**src/rtl/lsu_pkg.sv**
```systemverilog
// Shared types and constants for the LSU memory master.
//   LAT_W       : width of the memory latency counter
//   lsu_size_e  : request access size encoding
//   lsu_state_e : master FSM states
package lsu_pkg;

  localparam int LAT_W = 4;

  typedef enum logic [1:0] {
    SZ_BYTE = 2'd0,
    SZ_HALF = 2'd1,
    SZ_WORD = 2'd2,
    SZ_ILL  = 2'd3
  } lsu_size_e;

  typedef enum logic [1:0] {
    IDLE   = 2'd0,
    ACCESS = 2'd1,
    RESP   = 2'd2
  } lsu_state_e;

endpackage

```
**src/rtl/lsu_align.sv**
```systemverilog
// Combinational byte-lane helper for the LSU.
//   off         : byte offset within the word (addr[1:0])
//   size        : access size
//   is_unsigned : zero-extend (1) or sign-extend (0) loads
//   wdata       : right-justified store data
//   rdata_raw   : word returned by memory
//   misalign    : illegal size or misaligned address for this size
//   wmask       : byte-lane write mask
//   wdata_lane  : store data shifted into its byte lanes
//   rdata_ext   : load data shifted down and extended to 32 bits
module lsu_align
  import lsu_pkg::*;
(
  input  logic [1:0]  off,
  input  lsu_size_e   size,
  input  logic        is_unsigned,
  input  logic [31:0] wdata,
  input  logic [31:0] rdata_raw,
  output logic        misalign,
  output logic [3:0]  wmask,
  output logic [31:0] wdata_lane,
  output logic [31:0] rdata_ext
);

  logic [31:0] rsh;

  always_comb begin
    rsh        = rdata_raw >> {off, 3'b000};
    wdata_lane = wdata << {off, 3'b000};
    misalign   = 1'b0;
    wmask      = 4'h0;
    rdata_ext  = 32'h0;
    case (size)
      SZ_BYTE: begin
        wmask     = 4'b0001 << off;
        rdata_ext = {{24{~is_unsigned & rsh[7]}}, rsh[7:0]};
      end
      SZ_HALF: begin
        misalign  = off[0];
        wmask     = 4'b0011 << off;
        rdata_ext = {{16{~is_unsigned & rsh[15]}}, rsh[15:0]};
      end
      SZ_WORD: begin
        misalign  = |off;
        wmask     = 4'hF;
        rdata_ext = rsh;
      end
      default: misalign = 1'b1;
    endcase
  end

endmodule

```
**src/rtl/lsu_mem_master.sv**
```systemverilog
// LSU memory master: accepts one load/store at a time, checks alignment,
// drives a fixed-latency memory port and returns an extended response.
//   clk, rst_n           : clock, async active-low reset
//   req_*                : upstream request (valid/ready handshake)
//   resp_*               : upstream response (valid/ready handshake)
//   mem_valid/mem_wen    : memory strobe and write enable
//   mem_raddr/mem_waddr  : word-aligned addresses
//   mem_wdata/mem_wmask  : lane-shifted store data and byte mask
//   mem_rdata            : word read from memory, sampled when the
//                          latency counter reaches zero
module lsu_mem_master
  import lsu_pkg::*;
#(
  parameter int unsigned MEM_LAT = 1
) (
  input  logic        clk,
  input  logic        rst_n,
  input  logic        req_valid,
  output logic        req_ready,
  input  logic        req_wen,
  input  logic [31:0] req_addr,
  input  logic [31:0] req_wdata,
  input  logic [1:0]  req_size,
  input  logic        req_unsigned,
  output logic        resp_valid,
  input  logic        resp_ready,
  output logic [31:0] resp_rdata,
  output logic        resp_err,
  output logic        mem_valid,
  output logic        mem_wen,
  output logic [31:0] mem_raddr,
  output logic [31:0] mem_waddr,
  output logic [31:0] mem_wdata,
  output logic [7:0]  mem_wmask,
  input  logic [31:0] mem_rdata
);

  lsu_state_e       state_q, state_d;
  logic [LAT_W-1:0] cnt_q, cnt_d;
  logic [31:0]      addr_q, addr_d;
  logic [31:0]      wdata_q, wdata_d;
  lsu_size_e        size_q, size_d;
  logic             wen_q, wen_d;
  logic             uns_q, uns_d;
  logic [31:0]      rdata_q, rdata_d;
  logic             err_q, err_d;

  logic [1:0]  al_off;
  lsu_size_e   al_size;
  logic        al_misalign;
  logic [3:0]  al_wmask;
  logic [31:0] al_wdata_lane;
  logic [31:0] al_rdata_ext;

  // One aligner serves both phases: in IDLE it sees the live request so the
  // error check can steer acceptance; afterwards it sees the registered
  // request to shape the memory access and the load data.
  always_comb begin
    if (state_q == IDLE) begin
      al_off  = req_addr[1:0];
      al_size = lsu_size_e'(req_size);
    end else begin
      al_off  = addr_q[1:0];
      al_size = size_q;
    end
  end

  lsu_align u_align (
    .off         (al_off),
    .size        (al_size),
    .is_unsigned (uns_q),
    .wdata       (wdata_q),
    .rdata_raw   (mem_rdata),
    .misalign    (al_misalign),
    .wmask       (al_wmask),
    .wdata_lane  (al_wdata_lane),
    .rdata_ext   (al_rdata_ext)
  );

  always_comb begin
    state_d = state_q;
    cnt_d   = cnt_q;
    addr_d  = addr_q;
    wdata_d = wdata_q;
    size_d  = size_q;
    wen_d   = wen_q;
    uns_d   = uns_q;
    rdata_d = rdata_q;
    err_d   = err_q;
    case (state_q)
      IDLE: begin
        if (req_valid) begin
          addr_d  = req_addr;
          wdata_d = req_wdata;
          size_d  = lsu_size_e'(req_size);
          wen_d   = req_wen;
          uns_d   = req_unsigned;
          rdata_d = 32'h0;
          if (al_misalign) begin
            err_d   = 1'b1;
            state_d = RESP;
          end else begin
            err_d   = 1'b0;
            cnt_d   = LAT_W'(MEM_LAT);
            state_d = ACCESS;
          end
        end
      end
      ACCESS: begin
        // The access spans MEM_LAT+1 cycles: the counter runs MEM_LAT..0 and
        // memory data is sampled during the zero cycle.
        if (cnt_q == '0) begin
          rdata_d = wen_q ? 32'h0 : al_rdata_ext;
          state_d = RESP;
        end else begin
          cnt_d = cnt_q - 1'b1;
        end
      end
      RESP: begin
        if (resp_ready) state_d = IDLE;
      end
      default: state_d = IDLE;
    endcase
  end

  always_ff @(posedge clk or negedge rst_n) begin
    if (!rst_n) begin
      state_q <= IDLE;
      cnt_q   <= '0;
      addr_q  <= '0;
      wdata_q <= '0;
      size_q  <= SZ_BYTE;
      wen_q   <= 1'b0;
      uns_q   <= 1'b0;
      rdata_q <= '0;
      err_q   <= 1'b0;
    end else begin
      state_q <= state_d;
      cnt_q   <= cnt_d;
      addr_q  <= addr_d;
      wdata_q <= wdata_d;
      size_q  <= size_d;
      wen_q   <= wen_d;
      uns_q   <= uns_d;
      rdata_q <= rdata_d;
      err_q   <= err_d;
    end
  end

  // Memory outputs decode from the state register, so an async reset drops
  // them in the same instant; all payload is zeroed while idle.
  assign req_ready  = (state_q == IDLE);
  assign resp_valid = (state_q == RESP);
  assign resp_rdata = rdata_q;
  assign resp_err   = err_q;
  assign mem_valid  = (state_q == ACCESS);
  assign mem_wen    = mem_valid & wen_q;
  assign mem_raddr  = mem_valid ? {addr_q[31:2], 2'b00} : 32'h0;
  assign mem_waddr  = mem_valid ? {addr_q[31:2], 2'b00} : 32'h0;
  assign mem_wdata  = mem_valid ? al_wdata_lane : 32'h0;
  assign mem_wmask  = mem_valid ? {4'h0, al_wmask} : 8'h0;

endmodule

```
**config.mk**
```make
export PLATFORM = sky130hd
export DESIGN_NAME = lsu_mem_master
export DESIGN_NICKNAME = d
export VERILOG_FILES = /design/src/rtl/lsu_pkg.sv /design/src/rtl/lsu_align.sv /design/src/rtl/lsu_mem_master.sv
export SDC_FILE = /design/constraint.sdc
export NUM_CORES = 1
export LEC_CHECK = 0
export BUFFER_PORTS_ARGS = -buffer_cell sky130_fd_sc_hd__buf_4
export CAP_MARGIN = 30
export CORE_MARGIN = 4
export CORE_UTILIZATION = 40
export DETAILED_ROUTE_END_ITERATION = 16
export PLACE_DENSITY_LB_ADDON = 0.2
export SYNTH_ARGS = -nofsm -noshare
export SYNTH_HDL_FRONTEND = slang
export SYNTH_HIERARCHICAL = 1
export SYNTH_SLANG_ARGS = --single-unit
```
**constraint.sdc**
```tcl
create_clock -name clk -period 5.77 [get_ports clk]
set_clock_uncertainty 0.1 [all_clocks]
set_input_delay 1.154 -clock clk [delete_from_list [all_inputs] [get_ports clk]]
set_output_delay 1.154 -clock clk [all_outputs]
set_load 0.01 [all_outputs]
```
Yosys cells after proc, flatten, opt, wreduce, memory -nomap -nowiden
Index checks and enable logic that the tools add are counted.
{"block": "totals", "regBits": 107, "inputBits": 104, "output_inout_bits": 141, "word_cells": 58}
{"block": "op_classes", "addsub": 1, "n_eq_ne": 9, "shift": 4, "muxes": 22, "n_bitwise": 4, "reduce_logical": 9}
{"cell": "two-way mux 32 bit", "count": 5}
{"cell": "case mux 32 bit (3 select lines)", "count": 1}
{"cell": "case mux 32 bit (2 select lines)", "count": 1}
{"cell": "<< shifter 32 x 5 -> 32 bit", "count": 1}
{"cell": ">> shifter 32 x 5 -> 32 bit", "count": 1}
{"cell": "two-way mux 4 bit", "count": 4}
{"cell": "two-way mux 2 bit", "count": 6}
{"cell": "case mux 4 bit (3 select lines)", "count": 1}
{"cell": "case mux 4 bit (2 select lines)", "count": 1}
{"cell": "inequality test 2 bit (second input constant)", "count": 3}
{"cell": "case mux 2 bit (3 select lines)", "count": 1}
{"cell": "AND reduction 3 bit", "count": 2}
{"cell": "equality test 2 x 1 -> 1 bit (second input constant)", "count": 2}
{"cell": "equality test 2 bit (second input constant)", "count": 2}
{"cell": "zero test 2 bit", "count": 2}
{"cell": "zero test 4 bit", "count": 1}
{"cell": "inequality test 2 x 1 -> 1 bit (second input constant)", "count": 2}
{"cell": "AND reduction 4 bit", "count": 1}
{"cell": "<< shifter 1 x 2 -> 4 bit (first input constant)", "count": 1}
{"cell": "<< shifter 2 x 2 -> 4 bit (first input constant)", "count": 1}
{"cell": "subtractor 4 x 1 -> 4 bit (second input constant)", "count": 1}
{"cell": "bitwise AND 1 bit", "count": 3}
{"cell": "case mux 1 bit (3 select lines)", "count": 1}
{"cell": "AND reduction 2 bit", "count": 1}
{"cell": "4 further kinds", "count": 4}

Logic depth before layout (Yosys ltp)
Gate-level depths: netlist of the first run.
{"block": "logic_depth", "ltp_word": 8, "mapped_depth": 9}

By module
Netlist of the first run, hierarchy kept.
{"mod": "lsu_mem_master", "n_inst": 1, "cells_each": 370, "area_each_um2": 5032.3}
{"mod": "lsu_align", "n_inst": 1, "cells_each": 203, "area_each_um2": 1443.9}

Worst setup path before layout of the first run
No wires, ideal clock.
{"block": "synth_path", "path_kind": "input to output", "start": "in req_addr[1]", "end": "out mem_wdata[0]", "t_arrival_ns": 2.412, "t_required_ns": 4.516, "path_slack_ns": 2.104, "cell_stages": 7, "n_path_buf": 3, "path_cell_list": "mux2_2 -> buf_6 -> buf_8 -> buf_12 -> nor2_1 -> and2_1 -> and2_1"}
{"block": "synth_between", "elab_chain_cells": 3}
{"element": "start: declaration", "line_no": "lsu_mem_master.sv:21", "source": "input logic [31:0] req_addr,"}
{"element": "two-way mux 2 bit", "line_no": "lsu_mem_master.sv:59", "source": "if (state_q == IDLE) begin"}
{"element": "<< shifter 32 x 5 -> 32 bit", "line_no": "lsu_align.sv:29", "source": "wdata_lane = wdata << {off, 3'b000};"}
{"element": "net al_wdata_lane[0]", "line_no": "lsu_mem_master.sv:52", "source": "logic [31:0] al_wdata_lane;"}
{"element": "two-way mux 32 bit", "line_no": "lsu_mem_master.sv:160", "source": "assign mem_wdata = mem_valid ? al_wdata_lane : 32'h0;"}
{"element": "end: declaration", "line_no": "lsu_mem_master.sv:33", "source": "output logic [31:0] mem_wdata,"}
The timed path passes the listed nets, and every way through them passes these cells.

Worst setup path in the final report of the first run
{"block": "layout_path", "start": "reg state_q[1]", "end": "out mem_wdata[23]"}
{"block": "layout_between", "elab_chain_cells": 4, "word_cells_on_any_way": 5}
{"element": "start: declaration", "line_no": "lsu_mem_master.sv:38", "source": "lsu_state_e state_q, state_d;"}
{"element": "start signal: assignment", "line_no": "lsu_mem_master.sv:138", "source": "state_q <= state_d;"}
{"element": "zero test 2 bit", "line_no": "lsu_mem_master.sv:59"}
{"element": "two-way mux 2 bit", "line_no": "lsu_mem_master.sv:59"}
{"element": "net al_off[0]", "line_no": "lsu_mem_master.sv:48", "source": "logic [1:0] al_off;"}
{"element": "<< shifter 32 x 5 -> 32 bit", "line_no": "lsu_align.sv:29"}
{"element": "net al_wdata_lane[23]", "line_no": "lsu_mem_master.sv:52"}
{"element": "two-way mux 32 bit", "line_no": "lsu_mem_master.sv:160"}
The timed path passes the listed nets, and every way through them passes these cells.

==> results of run 1 <==
synthesized netlist by cell type, types with 18 or more instances:
| master | n |
|---|---|
| dfrtp_1 | 107 |
| and2_1 | 77 |
| mux2_4 | 50 |
| buf_4 | 42 |
| mux2i_1 | 34 |
| a22o_1 | 32 |
| mux2_2 | 26 |
| o21ai_0 | 22 |
| nor2_1 | 19 |
| a21oi_1 | 18 |
| nand2_1 | 18 |
routing by layer:
metal | up-vias | routed length (um) | track usage, %
met2 | 219 | 8680 | 30.6
li1 | 2348 | - | -
met3 | 27 | 1440 | 4.72
met5 | - | 0 | 0
met1 | 2409 | 7440 | 25.5
met4 | 0 | 267 | 6.49
worst max-delay path: stages (launching register included):
cell and delay [ps]:
dfrtp_1 450, nor2_1 470, mux2_2 650, nor2b_2 770
nand2_1 100, o21ai_0 90, and2_1 160, buf_4 130
power breakdown:
group	internal [mW]	switching [mW]	total [mW]
Sequential	1.06	0.220	1.28
Combinational	1.27	1.23	2.50
Clock	0.347	0.279	0.626
stage by stage:
step | total power [mW] | setup slack (ps) | std cells
2_1_floorplan | 3.10 | 2100 | 580
3_3_place_gp | 3.72 | 1380 | 956
6_report | 4.41 | 1350 | 974
3_5_place_dp | 3.78 | 1300 | 958
5_1_grt | 4.73 | 1090 | 974
4_1_cts | 4.42 | 1160 | 973
path summary, 6_finish.rpt:
path | start | endpoint | slack, ps | depth (start not counted)
max reg2reg | state_q[1] | resp_rdata[15] | 2380 | 7
min reg2reg | cnt_q[0] | cnt_q[0] | 390 | 1
min | cnt_q[0] | cnt_q[0] | 390 | 1
min in group asynchronous | rst_n | addr_q[8] | 720 | 1
max | state_q[1] | mem_wdata[23] | 1350 | 7
max in group asynchronous | rst_n | resp_rdata[5] | 3650 | 2
flip-flops by register name (all words and copies together) (netlist names):
signal / flops
addr_q: 32
resp_rdata: 32
wdata_q: 32
cnt_q: 4
size_q: 2
state_q: 2
resp_err: 1
uns_q: 1
wen_q: 1
cell usage in the layout (no fill, tap or decap), types with 2 or more instances in the layout:
master / netlist / routed
a211oi_1: 14 / 14
a21oi_1: 18 / 18
a22o_1: 32 / 32
a32oi_1: 7 / 7
and2_1: 77 / 77
buf_4: 42 / 241
buf_8: 1 / 2
clkbuf_16: 0 / 9
conb_1: 1 / 8
dfrtp_1: 107 / 107
inv_1: 6 / 5
mux2_1: 6 / 6
mux2_2: 26 / 26
mux2_4: 50 / 50
mux2i_1: 34 / 34
nand2_1: 18 / 18
nand2b_1: 3 / 3
nor2_1: 19 / 19
nor2b_1: 12 / 12
nor2b_2: 2 / 2
o21ai_0: 22 / 22
o21ai_1: 2 / 2
o21bai_1: 3 / 2
o22ai_1: 8 / 8
or2_2: 3 / 3
area by class of cell:
| cell class | instances | area share (%) |
|---|---|---|
| Clock inverter | 4 | 0.614 |
| Tap cell | 216 | 3.23 |
| Timing Repair Buffer | 244 | 22.3 |
| Sequential cell | 107 | 32.0 |
| Multi-Input combinational cell | 386 | 38.6 |
| Inverter | 6 | 0.270 |
| Clock buffer | 11 | 2.90 |
cells by family after synthesis:
| family | share of synthesized area (%) |
|---|---|
| simple gates | 13.0 |
| mux | 22.8 |
| compound gates | 12.9 |
| flops | 41.3 |
| buf+inv | 9.45 |
| xor+xnor | 0.271 |
| fa+ha+maj | 0.193 |
| other cells | 0.0579 |
==> out/metrics.cfg, run 1 <==
[clocking]
clk_latency_ps = 350
cts_htree_levels = 3
cts_buffers = 9
cts_tree = done
cts_resized = 0
clk_path_buf_depth = 2
clock_sinks = 107
cts-root-buf = clkbuf_16
clk_pin_slew_ps = 70
cts_setup_buffers = 0
hold_buffers = 0

[placement]
placed_area_um2 = 8040
globalplace.congestion = 0.897
hpwlAfterDp_mm = 13.1
portBuffers = 236

[yosys]
yosys.area.top_type_share_pct = 41.3
yosysWarnings = 6
synth_ff_type = dfrtp_1
yosysTopAreaCell = dfrtp_1
ys_top_cells_by_area = dfrtp_1 41%, mux2_4 12%, and2_1 7.4%
synthDistinctLibCells = 50
async_flop_share_pct = 100
syn_inst = 573
synth_edf_count = 0
ys_ff_latch = 107
yosysSeqAreaShare_pct = 41.3
syn_avg_cell_area_um2 = 11.3
syn_area_um2 = 6480

[setup_path]
crit_path_start_kind = register
path_class = reg -> out
critPathMaxFanout = 22
crit_arrival_ps = 3170
required_ps = 4520
end_kind = output pin

[floorplanning]
die-width_um = 135
die-area_um2 = 18300
die_h_um = 135
start_util_pct = 40.8
ios = 245
core_um2 = 15900
fp-row-count = 46

[grt]
grt_max_degree = 60
grt_overflow = 0
track_usage_pct = 19.1
grt_pass1_vias = 5089
grt_pass1_wl_mm = 27.9
antenna_found_initial = 0

[layout]
drive_above_1_share_pct = 45.9
area_growth_pct = 29.0
regArea_um2 = 2680
layout.nets = 859
antennaDiodeCount = 0
fin_area_um2 = 8360
multi_input_area_um2 = 3230
fillers = 1457
post-route-util_pct = 52.6

[timing]
fin_crit_ps = 4420
rsz0062_at_grt = no
finalSetupViolCount = 0
finalHoldViolCount = 0
holdWs_ps = 390
fmax_mhz = 226
period_share_pct = 76.6
maxSlewViolCount = 0
slew_headroom_pct = 40.8
setup_tns_ps = 0
worstMarginPinSlew_ps = 880

[drt]
drc = 0
wl_per_cell_um = 18.3
dr.pass1.iters = 5
vias_per_cell = 5.14
drt-total-wl_mm = 17.8
ant_nets = 0
num_vias = 5003
drt_iter0_drc = 395

[pwr]
leakagePower_nw = 4.16
ir_worst_vdd_uv = 206
p_per_area_nw_per_um2 = 528

[flow_run]
cap_violations = 0

[run_status]
outcome = complete, no violations

[hold_path]
min_path_type = reg -> reg

(Power assumes the default switching activity.)
==> run 2, diff against run 1 <==
- ABC_AREA: not set -> 1
- clock period: 5.77 -> 3.6 ns (I/O delays scaled with it)
==> out/metrics.cfg, run 2 <==
[run_status]
outcome = complete, no violations  ; unchanged

[drt]
vias_per_cell = 4.73  ; was 5.14
num_vias = 6328  ; was 5003
drt-total-wl_mm = 18.9  ; was 17.8 mm
wl_per_cell_um = 14.1  ; was 18.3 um
drt_iter0_drc = 526  ; was 395
ant_nets = 0  ; unchanged
dr.pass1.iters = 5  ; unchanged
drc = 0  ; unchanged

[clocking]
cts_setup_buffers = 0  ; unchanged
cts-root-buf = clkbuf_16  ; unchanged
cts_tree = done  ; unchanged
cts_buffers = 9  ; unchanged
clock_sinks = 107  ; unchanged
clk_latency_ps = 360  ; was 350 ps
hold_buffers = 0  ; unchanged
cts_htree_levels = 3  ; unchanged
clk_pin_slew_ps = 70  ; about the same
clk_path_buf_depth = 2  ; unchanged
cts_resized = 0  ; unchanged

[placement]
portBuffers = 236  ; unchanged
place_ws_ps = 496  ; was 1300 ps
globalplace.congestion = 0.904  ; was 0.897
placed_area_um2 = 8190  ; was 8040 um2
hpwlAfterDp_mm = 13.7  ; was 13.1 mm

[floorplanning]
die_h_um = 137  ; was 135 um
start_util_pct = 41.4  ; was 40.8%
core_um2 = 16100  ; was 15900 um2
fp-row-count = 46  ; unchanged
die-area_um2 = 18800  ; was 18300 um2
die-width_um = 137  ; was 135 um
ios = 245  ; unchanged

[setup_path]
cp-startpoint = state_q[1]  ; unchanged
critPathMaxFanout = 28  ; was 22
crit_arrival_ps = 2480  ; was 3170 ps
regToRegStartpoint = state_q[1]  ; unchanged
path_class = reg -> out  ; unchanged
end_kind = output pin  ; unchanged
required_ps = 2780  ; was 4520 ps
crit_path_start_kind = register  ; unchanged

[timing]
setup_tns_ps = 0  ; unchanged
finalSetupViolCount = 0  ; unchanged
finalHoldViolCount = 0  ; unchanged
period_share_pct = 91.7
holdWs_ps = 344  ; was 390 ps
fmax_mhz = 303
worst_slack_ps = 297  ; was 1350 ps
fin_crit_ps = 3300
rsz0062_at_grt = no  ; unchanged
slew_headroom_pct = 44.1  ; was 40.8%
worstMarginPinSlew_ps = 838  ; was 880 ps
maxSlewViolCount = 0  ; unchanged

[yosys]
synth_most_common_cell = nand2_1  ; was dfrtp_1
yosysSeqAreaShare_pct = 40.1  ; was 41.3%
yosys.area.top_type_share_pct = 40.1  ; was 41.3%
syn_inst = 947  ; was 573
synthDistinctLibCells = 36  ; was 50
ys_top_cells_by_area = dfrtp_1 40%, nand2_1 18%, nor2_1 6.7%  ; was dfrtp_1 41%, mux2_4 12%, and2_1 7.4%
syn_avg_cell_area_um2 = 7.04  ; was 11.3 um2
ys_ff_latch = 107  ; unchanged
synth_edf_count = 0  ; unchanged
synth_ff_type = dfrtp_1  ; unchanged
async_flop_share_pct = 100  ; unchanged
yosysTopAreaCell = dfrtp_1  ; unchanged
yosysWarnings = 6  ; unchanged
syn_area_um2 = 6670  ; was 6480 um2
yosys-top-cells-count = 312 x nand2_1, 119 x nor2_1, 110 x inv_1  ; was 107 x dfrtp_1, 77 x and2_1, 50 x mux2_4

[layout]
drive_above_1_share_pct = 28.3  ; was 45.9%
post-route-util_pct = 52.6  ; about the same
layout.nets = 1223  ; was 859
area_growth_pct = 27.1  ; was 29.0%
final_cell_mix = 312 x nand2_1, 242 x buf_4, 119 x nor2_1  ; was 241 x buf_4, 107 x dfrtp_1, 77 x and2_1
fillers = 1655  ; was 1457
layout_commonest_cell = nand2_1  ; was buf_4
fin_area_um2 = 8480  ; was 8360 um2
antennaDiodeCount = 0  ; unchanged

[grt]
grt_max_degree = 108  ; was 60
antenna_found_initial = 0  ; unchanged
track_usage_pct = 19.7  ; was 19.1%
grt_pass1_vias = 5858  ; was 5089
grt_overflow = 0  ; unchanged
grt_pass1_wl_mm = 29.2  ; was 27.9 mm

[pwr]
ir_worst_vdd_uv = 385  ; was 206 uV
internal_power_mw = 3.82  ; was 2.68 mW
clock_power_share_pct = 13.4  ; was 14.2%
p_per_area_nw_per_um2 = 864  ; was 528 nW/um2
switching_share_pct = 47.9  ; was 39.3%
switchingPower_mw = 3.51  ; was 1.73 mW
p_comb_share_pct = 59.4  ; was 56.8%
p_seq_share_pct = 27.2  ; was 29.1%
leakagePower_nw = 4.63  ; was 4.16 nW

[hold_path]
min_path_type = in -> async  ; was reg -> reg

[flow_run]
cap_violations = 0  ; unchanged

run 2: path summary, 6_finish.rpt:
check,endpoint,slack [ps],cells past startpoint
setup / recovery,mem_wdata[21],300,10
hold / removal,resp_rdata[19],340,2
setup reg to reg,cnt_q[1],960,12
hold reg to reg,wdata_q[1],370,2
max in group asynchronous,addr_q[9],2630,2
min in group clk,wdata_q[1],370,2
run 2: power groups by stage:
stage	Clock, mW	Sequential, mW	Combinational [mW]
2_1_floorplan	0	2.00	3.20
3_3_place_gp	0	2.00	4.37
3_5_place_dp	0	2.01	4.38
4_1_cts	1.01	1.99	4.40
5_1_grt	1.06	2.05	4.91
6_report	0.982	1.99	4.35
run 2: kinds of logic (layout without fill, tap and decap cells):
kind of cell / after synthesis / after routing / share of synthesized area (%)
and+or+nand+nor: 483 / 483 / 29.9
DFF: 107 / 107 / 40.1
other: 1 / 8 / 0.0562
buffers and inverters: 206 / 375 / 16.2
AOI/OAI and AO/OA: 149 / 149 / 13.6
adders and majority gates: 1 / 1 / 0.188
run 2: area by class of cell:
cell class / instances / area, um2 / area share [%]
clock inverters: 4 / 33.8 / 0.398
flip-flops and latches: 107 / 2680 / 31.6
inverters: 116 / 440 / 5.19
repair buffers: 243 / 1840 / 21.7
well taps: 216 / 270 / 3.19
multi-input cells: 641 / 2960 / 35.0
clock buffers: 12 / 256 / 3.02
run 2: routing by layer:
| metal | vias to the layer above | track usage [%] | share of wire [%] |
|---|---|---|---|
| li1 | 3201 | - | - |
| met1 | 2918 | 26.5 | 43 |
| met2 | 193 | 31.8 | 48 |
| met3 | 16 | 4.19 | 7.0 |
| met4 | 0 | 6.32 | 1.5 |
| met5 | - | 0 | 0 |
run 2: worst max-delay path, cell delays in order, from the launching register on:
cell and delay [ps]:
dfrtp_1 400, inv_2 120, nand2_4 130, nand2_1 130, o21ai_4 70, inv_2 340, nand2_1 350, o22ai_1 260
inv_1 60, nor2_1 100, buf_4 150
run 2: per-stage QoR:
stage / power, mW / cells
6_report: 7.32 / 1339
3_5_place_dp: 6.39 / 1323
5_1_grt: 8.02 / 1339
4_1_cts: 7.40 / 1339
2_1_floorplan: 5.20 / 954
3_3_place_gp: 6.37 / 1323
==> run 3, diff against run 2 <==
- SYNTH_HIERARCHICAL: 1 -> not set
==> out/metrics.cfg, run 3 <==
[setup_path]
slowest_delay_ps = 420  ; was 400 ps
worstSetupEndpoint = mem_wmask[0]  ; was mem_wdata[21]
critical_path.top_delay_family = simple AND/OR/NAND/NOR gates  ; unchanged
rrSetupSlack_ps = 730  ; was 960 ps
path_class = reg -> out  ; unchanged
crit_chain = nor2_2 -> nand2_1 -> nand2_2 -> buf_4 -> nand2_1 -> a21oi_1 -> buf_4  ; was inv_2 -> nand2_4 -> nand2_1 -> o21ai_4 -> inv_2 -> nand2_1 -> o22ai_1 -> inv_1 -> nor2_1 -> buf_4
r2r-end = resp_rdata[22]  ; was cnt_q[1]
cp_slowest_cell = dfrtp_1  ; unchanged
required_ps = 2780  ; about the same
critPathMaxFanout = 41  ; was 28
regToRegStartpoint = state_q[0]  ; was state_q[1]
crit_arrival_ps = 2520  ; was 2480 ps
end_kind = output pin  ; unchanged
crit_path_start_kind = register  ; unchanged
cp-startpoint = state_q[0]  ; was state_q[1]
crit_cells = 7  ; was 10
reg2reg_depth = 10  ; was 12
worst-path-buf-inv = 2  ; was 4

[clocking]
clock_sinks = 107  ; unchanged
cts-root-buf = clkbuf_16  ; unchanged
clk_path_buf_depth = 2  ; unchanged
clk_latency_ps = 350  ; was 360 ps
cts_buffers = 9  ; unchanged
clk_pin_slew_ps = 70  ; about the same
cts_htree_levels = 3  ; unchanged
cts_tree = done  ; unchanged

[drt]
routed.top_layer = met4  ; unchanged
dr.pass1.iters = 5  ; unchanged
vias_per_cell = 4.87  ; was 4.73
wl_per_cell_um = 14.7  ; was 14.1 um
drt_iter0_drc = 374  ; was 526
drt-total-wl_mm = 18.1  ; was 18.9 mm
ant_nets = 0  ; unchanged
route.met2.wl_mm = 8.68  ; was 9.13 mm
wl_met1_mm = 7.83  ; was 8.19 mm
num_vias = 5980  ; was 6328
wl_met3_mm = 1.23  ; was 1.32 mm
drc = 0  ; unchanged

[pwr]
p_per_area_nw_per_um2 = 826  ; was 864 nW/um2
p_seq_share_pct = 29.0  ; was 27.2%
leakagePower_nw = 4.41  ; was 4.63 nW
power.total_mw = 6.69  ; was 7.32 mW
switchingPower_mw = 3.10  ; was 3.51 mW
switching_share_pct = 46.4  ; was 47.9%
p_comb_share_pct = 55.6  ; was 59.4%
clock_power_share_pct = 15.4  ; was 13.4%
ir_worst_vdd_uv = 315  ; was 385 uV
internal_power_mw = 3.59  ; was 3.82 mW

[placement]
globalplace.congestion = 0.813  ; was 0.904
placed_area_um2 = 7790  ; was 8190 um2
portBuffers = 236  ; unchanged
hpwlAfterDp_mm = 13.2  ; was 13.7 mm

[yosys]
yosysSeqAreaShare_pct = 43.2  ; was 40.1%
ys_top_cells_by_area = dfrtp_1 43%, nand2_1 18%, o21ai_0 6.6%  ; was dfrtp_1 40%, nand2_1 18%, nor2_1 6.7%
async_flop_share_pct = 100  ; unchanged
synthDistinctLibCells = 35  ; was 36
yosysTopAreaCell = dfrtp_1  ; unchanged
synth_most_common_cell = nand2_1  ; unchanged
yosys-top-cells-count = 299 x nand2_1, 107 x dfrtp_1, 82 x o21ai_0  ; was 312 x nand2_1, 119 x nor2_1, 110 x inv_1
yosys.area.top_type_share_pct = 43.2  ; was 40.1%
syn_avg_cell_area_um2 = 7.23  ; was 7.04 um2
yosysWarnings = 0  ; was 6
synth_edf_count = 0  ; unchanged
syn_area_um2 = 6200  ; was 6670 um2
synth_ff_type = dfrtp_1  ; unchanged
ys_ff_latch = 107  ; unchanged
syn_inst = 857  ; was 947

[layout]
layout_commonest_cell = nand2_1  ; unchanged
multi_input_area_um2 = 2710  ; was 2960 um2
fin_area_um2 = 8100  ; was 8480 um2
area_growth_pct = 30.6  ; was 27.1%
drive_above_1_share_pct = 28.3  ; about the same
antennaDiodeCount = 0  ; unchanged
final_cell_mix = 298 x nand2_1, 246 x buf_4, 107 x dfrtp_1  ; was 312 x nand2_1, 242 x buf_4, 119 x nor2_1
regArea_um2 = 2680  ; unchanged
fillers = 1572  ; was 1655
layout.nets = 1139  ; was 1223

[grt]
grt_max_degree = 120  ; was 108
grt_pass1_wl_mm = 28.8  ; was 29.2 mm
grt_pass1_vias = 5653  ; was 5858
track_usage_pct = 20.2  ; was 19.7%
grt_overflow = 0  ; unchanged
antenna_found_initial = 0  ; unchanged

[timing]
fmax_mhz = 300  ; was 303 MHz
finalSetupViolCount = 0  ; unchanged
slew_headroom_pct = 32.3  ; was 44.1%
worstMarginPinSlew_ps = 1020  ; was 838 ps
rsz0062_at_grt = no  ; unchanged
maxSlewViolCount = 0  ; unchanged
fin_crit_ps = 3340  ; was 3300 ps
period_share_pct = 92.7  ; was 91.7%
finalHoldViolCount = 0  ; unchanged
setup_tns_ps = 0  ; unchanged

[floorplanning]
core_um2 = 15200  ; was 16100 um2
die_h_um = 132  ; was 137 um
ios = 245  ; unchanged
start_util_pct = 40.8  ; was 41.4%
die-area_um2 = 17600  ; was 18800 um2
die-width_um = 132  ; was 137 um
fp-row-count = 45  ; was 46

[flow_run]
cap_violations = 0  ; unchanged

[run_status]
outcome = complete, no violations  ; unchanged

[hold_path]
min_path_type = in -> async  ; unchanged

==> run 3: cell count changes after synthesis, sizes merged, moves of 16 or more <==
cell | previous run | this run
nand3 | 37 | 65
buf | 85 | 67
inv | 116 | 80
o21ai | 121 | 93
clkbuf | 5 | 21
nor2 | 123 | 56
a211oi | 0 | 16
==> run 3: layout make-up <==
| cell class | count | share of cell area [%] |
|---|---|---|
| multi-input combinational | 589 | 33.5 |
| timing repair buffer | 247 | 23.1 |
| inverter | 80 | 3.71 |
| sequential | 107 | 33.1 |
| clock inverter | 5 | 0.742 |
| tap | 188 | 2.91 |
| clock buffer | 11 | 3.00 |
==> run 3: metal layers <==
layer / vias to the layer above / GRT usage (%)
met5: - / 0
met4: 0 / 6.76
met1: 2760 / 26.1
met3: 16 / 4.71
li1: 3009 / -
met2: 195 / 33.6
==> run 3: cell families (layout without fill, tap and decap cells) <==
group	Yosys count	in the layout	share of synthesized area [%]
xor gates and xnor gates	2	2	0.283
and+or+nand+nor	448	448	30.7
DFF	107	107	43.2
other	1	8	0.0605
adders and majority gates	1	1	0.202
buffers and inverters	168	343	13.7
AOI/OAI and AO/OA	130	130	11.8
==> run 3: through the flow <==
stage               instances  hold WS, ps  worst slack (ps)  util, %
floorplan                 864          324              1070        -
global placement         1211          355               658     51.2
detailed placement       1211          359               632     51.2
CTS                      1227          347               237     53.2
global route             1227          364              23.6     53.3
finish                   1227          308               264     53.3
==> run 3: how the worst min path moves through the flow <==
| stage | start | end | cells after the start |
|---|---|---|---|
| floorplan | rst_n | addr_q[0] | 0 |
| global placement | cnt_q[1] | cnt_q[1] | 2 |
| detailed placement | cnt_q[1] | cnt_q[1] | 2 |
| CTS | rst_n | resp_rdata[2] | 1 |
| global route | rst_n | resp_rdata[2] | 1 |
| finish | rst_n | resp_rdata[2] | 1 |
==> run 3: what timing repair did <==
item                                    in CTS  in global routing
hold buffers                                 0                  0
gates resized for setup                      0                  1
setup buffers                                0                  0
endpoints found under the setup margin       0                  1
==> run 3: power groups by stage <==
stage	sequential, mW	combinational [mW]	clock (mW)
6_report	1.94	3.72	1.03
5_1_grt	2.00	4.21	1.10
4_1_cts	1.94	3.76	1.05
3_5_place_dp	1.96	3.74	0
3_3_place_gp	1.95	3.71	0
2_1_floorplan	1.93	2.67	0
